<file path="config.mk">
export PLATFORM = sky130hd
export DESIGN_NAME = arb3_rr_burst_flat
export DESIGN_NICKNAME = d
export VERILOG_FILES = /design/src/rtl/arb3_rr_burst_if.sv /design/src/rtl/arb3_rr_burst.sv /design/src/flat_wrapper.sv
export SDC_FILE = /design/constraint.sdc
export NUM_CORES = 1
export LEC_CHECK = 0
export CAP_MARGIN = 20
export CORE_UTILIZATION = 39
export DETAILED_ROUTE_END_ITERATION = 8
export PLACE_DENSITY = 0.87
export SLEW_MARGIN = 40
export SYNTH_ARGS = -nofsm -noshare
export SYNTH_HDL_FRONTEND = slang
export SYNTH_SLANG_ARGS = --single-unit
export TNS_END_PERCENT = 50
</file>
<file path="constraint.sdc">
create_clock -name clk -period 2.25 [get_ports clk]
set_input_delay 0.225 -clock clk [delete_from_list [all_inputs] [get_ports clk]]
set_output_delay 0.225 -clock clk [all_outputs]
set_load 0.1 [all_outputs]
</file>
<file path="src/rtl/arb3_rr_burst_if.sv">
// rtl/arb3_rr_burst_if.sv - three sink streams and one source stream of the burst arbiter
// The master modport is the arbiter's view; slave is the producer/consumer side.
interface arb3_rr_burst_if #(
  parameter int WORD_BITS = 32
);
  logic [2:0][WORD_BITS-1:0] snk_data;
  logic [2:0]                snk_valid;
  logic [2:0]                snk_ready;
  logic [WORD_BITS-1:0]      src_data;
  logic                      src_valid;
  logic                      src_ready;
  logic [1:0]                src_grant;

  modport master (
    input  snk_data,
    input  snk_valid,
    output snk_ready,
    output src_data,
    output src_valid,
    input  src_ready,
    output src_grant
  );

  modport slave (
    output snk_data,
    output snk_valid,
    input  snk_ready,
    input  src_data,
    input  src_valid,
    output src_ready,
    input  src_grant
  );
endinterface

</file>
<file path="src/rtl/arb3_rr_burst.sv">
// rtl/arb3_rr_burst.sv - three-input round-robin arbiter with burst lock onto a registered source
// The owner keeps the grant for up to BURST_MAX words; other sinks are scanned from owner+1.
module arb3_rr_burst #(
  parameter int WORD_BITS = 32,
  parameter int BURST_MAX = 4
) (
  input logic           clk,
  input logic           rst,
  arb3_rr_burst_if.master bus
);
  localparam int CNT_W = $clog2(BURST_MAX + 1);

  typedef enum logic {IDLE, BURST} state_t;

  state_t             state, state_n;
  logic [1:0]         owner, owner_n;
  logic [CNT_W-1:0]   cnt, cnt_n;

  logic               acc;
  logic               win_vld;
  logic [1:0]         win;
  logic [1:0]         cand1, cand2;
  logic               xfer;
  logic [WORD_BITS-1:0] win_data;
  logic               keep_owner;

  assign acc        = !bus.src_valid || bus.src_ready;
  assign cand1      = (owner == 2'd2) ? 2'd0 : owner + 2'd1;
  assign cand2      = (cand1 == 2'd2) ? 2'd0 : cand1 + 2'd1;
  assign keep_owner = (state == BURST) && (cnt < CNT_W'(BURST_MAX));

  // Owner is scanned last, so an exhausted burst only continues when nobody else waits.
  always_comb begin
    win_vld = 1'b0;
    win     = owner;
    if (keep_owner && bus.snk_valid[owner]) begin
      win_vld = 1'b1;
      win     = owner;
    end else if (bus.snk_valid[cand1]) begin
      win_vld = 1'b1;
      win     = cand1;
    end else if (bus.snk_valid[cand2]) begin
      win_vld = 1'b1;
      win     = cand2;
    end else if (bus.snk_valid[owner]) begin
      win_vld = 1'b1;
      win     = owner;
    end
  end

  always_comb begin
    win_data = '0;
    case (win)
      2'd0:    win_data = bus.snk_data[0];
      2'd1:    win_data = bus.snk_data[1];
      2'd2:    win_data = bus.snk_data[2];
      default: win_data = '0;
    endcase
  end

  assign xfer          = acc && win_vld && !rst;
  assign bus.snk_ready = xfer ? (3'b001 << win) : 3'b000;

  always_comb begin
    state_n = state;
    owner_n = owner;
    cnt_n   = cnt;
    if (acc) begin
      if (xfer) begin
        state_n = BURST;
        owner_n = win;
        cnt_n   = (keep_owner && (win == owner)) ? cnt + CNT_W'(1) : CNT_W'(1);
      end else if (state == BURST) begin
        state_n = IDLE;
        cnt_n   = '0;
      end
    end
  end

  always_ff @(posedge clk or posedge rst) begin
    if (rst) begin
      state <= IDLE;
      owner <= 2'd2;
      cnt   <= '0;
    end else begin
      state <= state_n;
      owner <= owner_n;
      cnt   <= cnt_n;
    end
  end

  always_ff @(posedge clk or posedge rst) begin
    if (rst) begin
      bus.src_valid <= 1'b0;
      bus.src_data  <= '0;
      bus.src_grant <= 2'd0;
    end else if (acc) begin
      bus.src_valid <= xfer;
      if (xfer) begin
        bus.src_data  <= win_data;
        bus.src_grant <= win;
      end
    end
  end
endmodule

</file>
<file path="src/flat_wrapper.sv">
// flat-port wrapper written by rule: the top's interface ports become plain ports
module arb3_rr_burst_flat 
#(
  parameter int WORD_BITS = 32,
  parameter int BURST_MAX = 4
)
  (clk, rst, bus_snk_data, bus_snk_valid, bus_snk_ready, bus_src_data, bus_src_valid, bus_src_ready, bus_src_grant);
  arb3_rr_burst_if #(.WORD_BITS(WORD_BITS)) bus_i ();
  input logic clk;
  input logic rst;
  input wire logic [$bits(bus_i.snk_data)-1:0] bus_snk_data;
  input wire logic [$bits(bus_i.snk_valid)-1:0] bus_snk_valid;
  output wire logic [$bits(bus_i.snk_ready)-1:0] bus_snk_ready;
  output wire logic [$bits(bus_i.src_data)-1:0] bus_src_data;
  output wire logic [$bits(bus_i.src_valid)-1:0] bus_src_valid;
  input wire logic [$bits(bus_i.src_ready)-1:0] bus_src_ready;
  output wire logic [$bits(bus_i.src_grant)-1:0] bus_src_grant;
  assign bus_i.snk_data = bus_snk_data;
  assign bus_i.snk_valid = bus_snk_valid;
  assign bus_snk_ready = bus_i.snk_ready;
  assign bus_src_data = bus_i.src_data;
  assign bus_src_valid = bus_i.src_valid;
  assign bus_i.src_ready = bus_src_ready;
  assign bus_src_grant = bus_i.src_grant;
  arb3_rr_burst #(.WORD_BITS(WORD_BITS), .BURST_MAX(BURST_MAX)) u_core (.clk(clk), .rst(rst), .bus(bus_i));
endmodule
</file>
-- Word level (Yosys, flattened, before mapping)
Cells that the tools add are included.
- register bits after elaboration: 41
- bits in latches: 0
- RAM bits: 0
- ROM bits: 0
- word-level logic and storage cells: 52
- memories: 0
- add/sub/neg operators: 3
- multipliers: 0
- divide/modulo/power cells: 0
- order comparisons: 4
- equal/unequal tests: 5
- shift-type cells: 1
- muxes and demuxes: 21
- bitwise gates (word level): 0
- reductions and logical operators: 12
- operators by type and width (kind ; number):
    32-bit case mux with 3 select lines ; 1
    3-bit 2-to-1 mux ; 4
    2-bit 2-to-1 mux ; 5
    2-bit by 3-bit less-than comparator with 1-bit output (second input constant) ; 3
    1-bit 2-to-1 mux ; 8
    1-bit binary-select mux with 2-bit select ; 3
    2-bit == test (second input constant) ; 3
    1-bit logical AND ; 5
    2-bit by 1-bit adder with 2-bit output (second input constant) ; 2
    2-bit AND reduction ; 2
    3-bit by 1-bit adder with 3-bit output (second input constant) ; 1
    3-bit less-than comparator (second input constant) ; 1
    1-bit by 2-bit left shift with 3-bit output (first input constant) ; 1
    2-bit by 1-bit == test with 1-bit output (second input constant) ; 1
    2-bit == test ; 1
    1-bit zero test ; 2
    2-bit zero test ; 1
    2-bit nonzero test ; 1
    1-bit logical OR ; 1

-- Logic depth before layout (Yosys ltp)
- depth after elaboration: 13
- gate-level depth with buffers: 8
- depth with buffers taken out: 5

-- Least setup slack after synthesis
No wires, ideal clock.
- kind: flip-flop to output port
- start: reg u_core.bus.src_valid
- end: out bus_snk_ready[2]
- arrival: 2.968 ns
- required time: 2.025 ns
- path slack: -0.943 ns
- cell stages (with the launch flop): 7
- path through: dfrtp_1 -> nand4b_1 -> o32ai_1 -> a21oi_2 -> buf_6 -> buf_8 -> nor2_1
- longest elaborated chain between the ends: 5
- RTL lines (element ; line ; RTL):
    from (decl) ; arb3_rr_burst_if.sv:19 ; output src_valid,
    from (signal assigned) ; arb3_rr_burst.sv:98 ; bus.src_valid <= xfer;
    1-bit zero test ; arb3_rr_burst.sv:27 ; assign acc = !bus.src_valid || bus.src_ready;
    1-bit logical OR ; arb3_rr_burst.sv:27 ;
    1-bit logical AND (2 in a row) ; arb3_rr_burst.sv:61 ; assign xfer = acc && win_vld && !rst;
    3-bit 2-to-1 mux ; arb3_rr_burst.sv:62 ; assign bus.snk_ready = xfer ? (3'b001 << win) : 3'b000;
    to (decl) ; flat_wrapper.sv:13 ; output wire logic [$bits(bus_i.snk_ready)-1:0] bus_snk_ready;
No other way between the ends.

-- Final worst setup path
- start: reg u_core.owner[1]
- end: out bus_snk_ready[0]
- longest elaborated chain between the ends: 12
- elaborated cells on any way between the ends: 24
- those cells by class: add/sub: 2; eq/ne: 2; shift: 1; mux: 16; reduce/logical: 3
- RTL lines (element ; line ; RTL):
    from (decl) ; arb3_rr_burst.sv:16 ; logic [1:0] owner, owner_n;
    from (signal assigned) ; arb3_rr_burst.sv:87 ; owner <= owner_n;
    2-bit by 1-bit adder with 2-bit output / 2-bit == test (equally long branches) ; arb3_rr_burst.sv:28 ; assign cand1 = (owner == 2'd2) ? 2'd0 : owner + 2'd1;
    2-bit 2-to-1 mux ; arb3_rr_burst.sv:28 ;
    2-bit by 1-bit adder with 2-bit output / 2-bit == test (equally long branches) ; arb3_rr_burst.sv:29 ; assign cand2 = (cand1 == 2'd2) ? 2'd0 : cand1 + 2'd1;
    2-bit 2-to-1 mux ; arb3_rr_burst.sv:29 ;
    1-bit binary-select mux with 2-bit select ; arb3_rr_burst.sv:42 ; end else if (bus.snk_valid[cand2]) begin
    1-bit 2-to-1 mux (not written as such) ; arb3_rr_burst.sv:42 ;
    1-bit 2-to-1 mux ; arb3_rr_burst.sv:42 ;
    1-bit 2-to-1 mux ; arb3_rr_burst.sv:39 ; end else if (bus.snk_valid[cand1]) begin
    1-bit 2-to-1 mux ; arb3_rr_burst.sv:36 ; if (keep_owner && bus.snk_valid[owner]) begin
    1-bit logical AND (2 in a row) ; arb3_rr_burst.sv:61 ;
    3-bit 2-to-1 mux (*) ; arb3_rr_burst.sv:62 ;
Every way passes the cells marked *; elsewhere a longest branch is shown, timed or not. The select of a mux whose other input is x is not followed.

==> summary.md <==
| Metric | Value |
|---|---|
| Status | `complete, no violations` |
| Design Area, Final | `around 4000 um^2` |
| Die X | `around 82 um` |
| Peak supply drop | `~1 mV` |
| Gr usage total | `roughly a fifth` |
| Fmax | `between 0.4 and 0.5 GHz` |
| WS Path Type | `reg2out` |
| M3 GR Usage | `5.22%` |
| Fraction of layout cells with a size suffix above 1 | `28.0%` |
| Req. time, crit path | `roughly 2 ns` |
| Area delta synth->final | `61.3%` |
| Commonest non-fill, non-tap cells in the layout | `clkdlybuf4s50_1 (101), buf_4 (45), dfrtp_1 (37), nand2_1 (34), mux2i_1 (33)` |
| Post-DP Area | `roughly 3900 um^2` |
| Post-DP HPWL | `5520 um` |
| Antenna diode count | `0` |
| Synth area leaders | `dfrtp_1 (38%), o211ai_2 (15%), mux2i_1 (13%)` |
| Filler cell count | `a little under 500` |
| Synth unique cells | `38` |
| DR WL/cell | `15.8 um` |
| Overflow after GRT | `0` |
| Pwr per Cell Area | `approximately 1300 nW/um^2` |
| Clock-pin slew on the worst setup and hold paths | `about 0.08 ns` |
| Via count | `between 2000 and 2500` |
| Die Span Y | `about 82 um` |
| Hold Crit Class | `in2async` |
| Synth top area share | `approximately two fifths` |
| Die area | `between 6000 and 7000 um^2` |
| Initial antenna violation count | `0` |
| Period utilization | `between 90% and 100%` |
| Flop pwr share | `between 20% and 30%` |
| Vias in the first global route | `2317` |
| Switching part of the total power | `roughly 58%` |
| Clock root cell | `clkbuf_8` |
| Largest net degree at the start of global routing | `34` |
| Initial core utilization | `between 40% and 50%` |
| Gate power share | `67.5%` |
| CP max FO | `9` |
| Hold-fix buffers, CTS | `0` |
| Combinational family with the most area after synthesis | `compound AO/OA/AOI/OAI gates` |
| Htree depth | `2` |
| Rows | `28` |
| Post-synth EDFFs | `0` |
| Post-Synth Adder-Cell Area | `less than 1%` |
| Worst-case reg-to-reg path depth | `6` |
| Post-Synth Simple-Gate Area | `16.7%` |
| R2R setup slack | `between 0.2 and 0.25 ns` |
| Final setup violation count | `0` |
| Ys Warns | `0` |
| Post-synthesis xor/xnor area fraction | `less than 1%` |
| Met1 Use GR | `between 20% and 30%` |
| Post-Route WL | `about 7100 um` |
| Mapped Area | `2490 um^2` |
| RSZ-0062 raised after global routing | `false` |
| Area of the multi-input gates | `roughly 1400 um^2` |
| Tightest Pin Transition | `0.683 ns` |
| Synthesized Nets | `between 300 and 400` |
| Post-Syn Instances | `between 200 and 250` |
| Final setup skew | `between 0.008 and 0.009 ns` |
| Final min period | `about 2.2 ns` |
| Static Leak | `around 1.8 nW` |
| Antenna-violating nets left | `0` |
| RR Endpoint | `u_core.bus.src_data[9]` |
| Clock power share | `10.9%` |
| Reg-to-reg startpoint | `u_core.owner[1]` |
| Register area share after synthesis | `around two fifths` |
| Grt peak-use layer | `met2` |
| Arr. time, crit path | `1.96 ns` |
| I/O pin count | `140` |
| Clk Latency, worst-skew pair | `just under 0.3 ns` |
| Async SR Flop Fraction | `between 90% and 100%` |
| Number of buffers created by CTS | `5` |
| Maxcap violations | `0` |
| First-pass GRT wire length | `10600 um` |
| CTS max path bufs | `2` |
| Area leader, netlist | `dfrtp_1` |
| Int Pwr | `between 2 and 2.5 mW` |
| Type of origin of the critical path | `flip-flop` |
| Met2 Track Usage GR | `about 37%` |
| Routability congestion estimate | `approximately 0.9` |
| Syn avg cell area | `approximately 11 um^2` |
| 1st-pass router iterations | `4` |
| Register area | `978 um^2` |
| Total Nets Final | `about 470` |
| Synth Area in Compound Gates | `roughly 21%` |
| Multiplexer area fraction after synthesis | `between 10% and 20%` |
| FF+latch count, synth | `39` |
| Commonest non-fill, non-tap cell in the layout | `clkdlybuf4s50_1` |
| TritonCTS clock tree | `done` |
| Endpoint class of the critical path | `primary output` |
| DR iter-0 viols | `71` |
| # port buffers | `~140` |
| Post-CTS setup buffer count | `0` |
| Max-slew violations | `0` |
| Clk sink count | `39` |
| P_sw | `3.11 mW` |
| Fin Setup TNS | `0 ns` |
| Vias per inst | `5.21` |
| Synth Flop Type | `dfrtp_1` |
| Core area | `around 6000 um^2` |
| DR DRC count | `0` |
| Slew margin rel. | `54.2%` |
| Final hold vios | `0` |
registers in the layout, indices dropped and copies added (netlist names):
signal,flops
u_core.bus.src_grant,2
u_core.bus.src_valid,1
u_core.owner,1
u_core.bus.src_data,32
u_core.cnt,3
kinds of logic (layout without fill, tap and decap cells):
group / count (synthesis) / count (layout)
multiplexers: 33 / 33
buffers and inverters: 23 / 163
AO/OA/AOI/OAI: 49 / 49
AND/OR/NAND/NOR: 86 / 86
XOR/XNOR: 1 / 1
adder cells (fa/ha/maj): 1 / 1
flip-flops: 39 / 39
worst max-delay path by stage:
stage          depth (start not counted)                 start                 endpoint
6_report                               5       u_core.owner[1]         bus_snk_ready[0]
5_1_grt                                5       u_core.owner[1]         bus_snk_ready[0]
4_1_cts                                5       u_core.owner[1]         bus_snk_ready[0]
3_5_place_dp                           7      bus_snk_valid[2]   u_core.bus.src_data[9]
3_3_place_gp                           7      bus_snk_valid[1]  u_core.bus.src_data[20]
2_1_floorplan                          6  u_core.bus.src_valid         bus_snk_ready[2]
critical path, cell delays in order (launching register included):
cell,delay (ns)
dfstp_2,0.63
nand4b_1,0.19
o32ai_1,0.28
a21oi_4,0.14
and2b_2,0.26
buf_12,0.16
metrics by stage:
stage / utilization [%] / setup slack (ns) / hold slack [ns] / std cells / total power [mW]
after floorplan: - / -0.175 / 0.389 / 232 / 3.95
after global placement: 64.6 / 0.184 / 0.463 / 439 / 4.75
after detailed placement: 64.6 / 0.0858 / 0.468 / 439 / 4.80
after CTS: 66.4 / 0.0581 / 0.406 / 447 / 5.40
after global routing: 66.7 / 0.00220 / 0.434 / 447 / 5.59
final: 66.7 / 0.0675 / 0.393 / 447 / 5.37
routing by layer:
metal / part of all wire [%] / routed length (um) / vias up
li1: - / - / 1125
met5: 0 / 0 / -
met1: 40 / 2810 / 1100
met4: 1.3 / 91 / 0
met3: 6.0 / 420 / 10
met2: 53 / 3740 / 95
power by group through the flow:
stage                     logic (mW)  clock network, mW  registers [mW]
after floorplan                 1.02                  0            2.93
after detailed placement        3.64                  0            1.16
final                           3.62              0.583            1.16
after CTS                       3.64              0.598            1.16
after global routing            3.76              0.635            1.20
after global placement          3.58                  0            1.16
repair_timing:
item / in CTS / in global routing
resized for setup: 0 / 2
setup endpoints to repair: 0 / 1
endpoints found under the hold margin: 0 / 0
cells in the mapped netlist (all sizes together) (3+ instances only):
| library cell | instances |
|---|---|
| buf | 19 |
| nand3 | 32 |
| nor2 | 6 |
| a21oi | 5 |
| mux2i | 33 |
| nand2 | 35 |
| dfrtp | 38 |
| nand2b | 5 |
| nor2b | 3 |
| inv | 3 |
| o211ai | 32 |
layout make-up:
cell class | count | area share [%]
inverter | 3 | 0.280
clock buffer | 5 | 1.71
clock inverter | 3 | 1.09
sequential | 39 | 24.4
tap | 75 | 2.34
timing repair buffer | 152 | 36.6
multi-input combinational | 170 | 33.6
No activity file was read; power rests on OpenSTA's default activity.
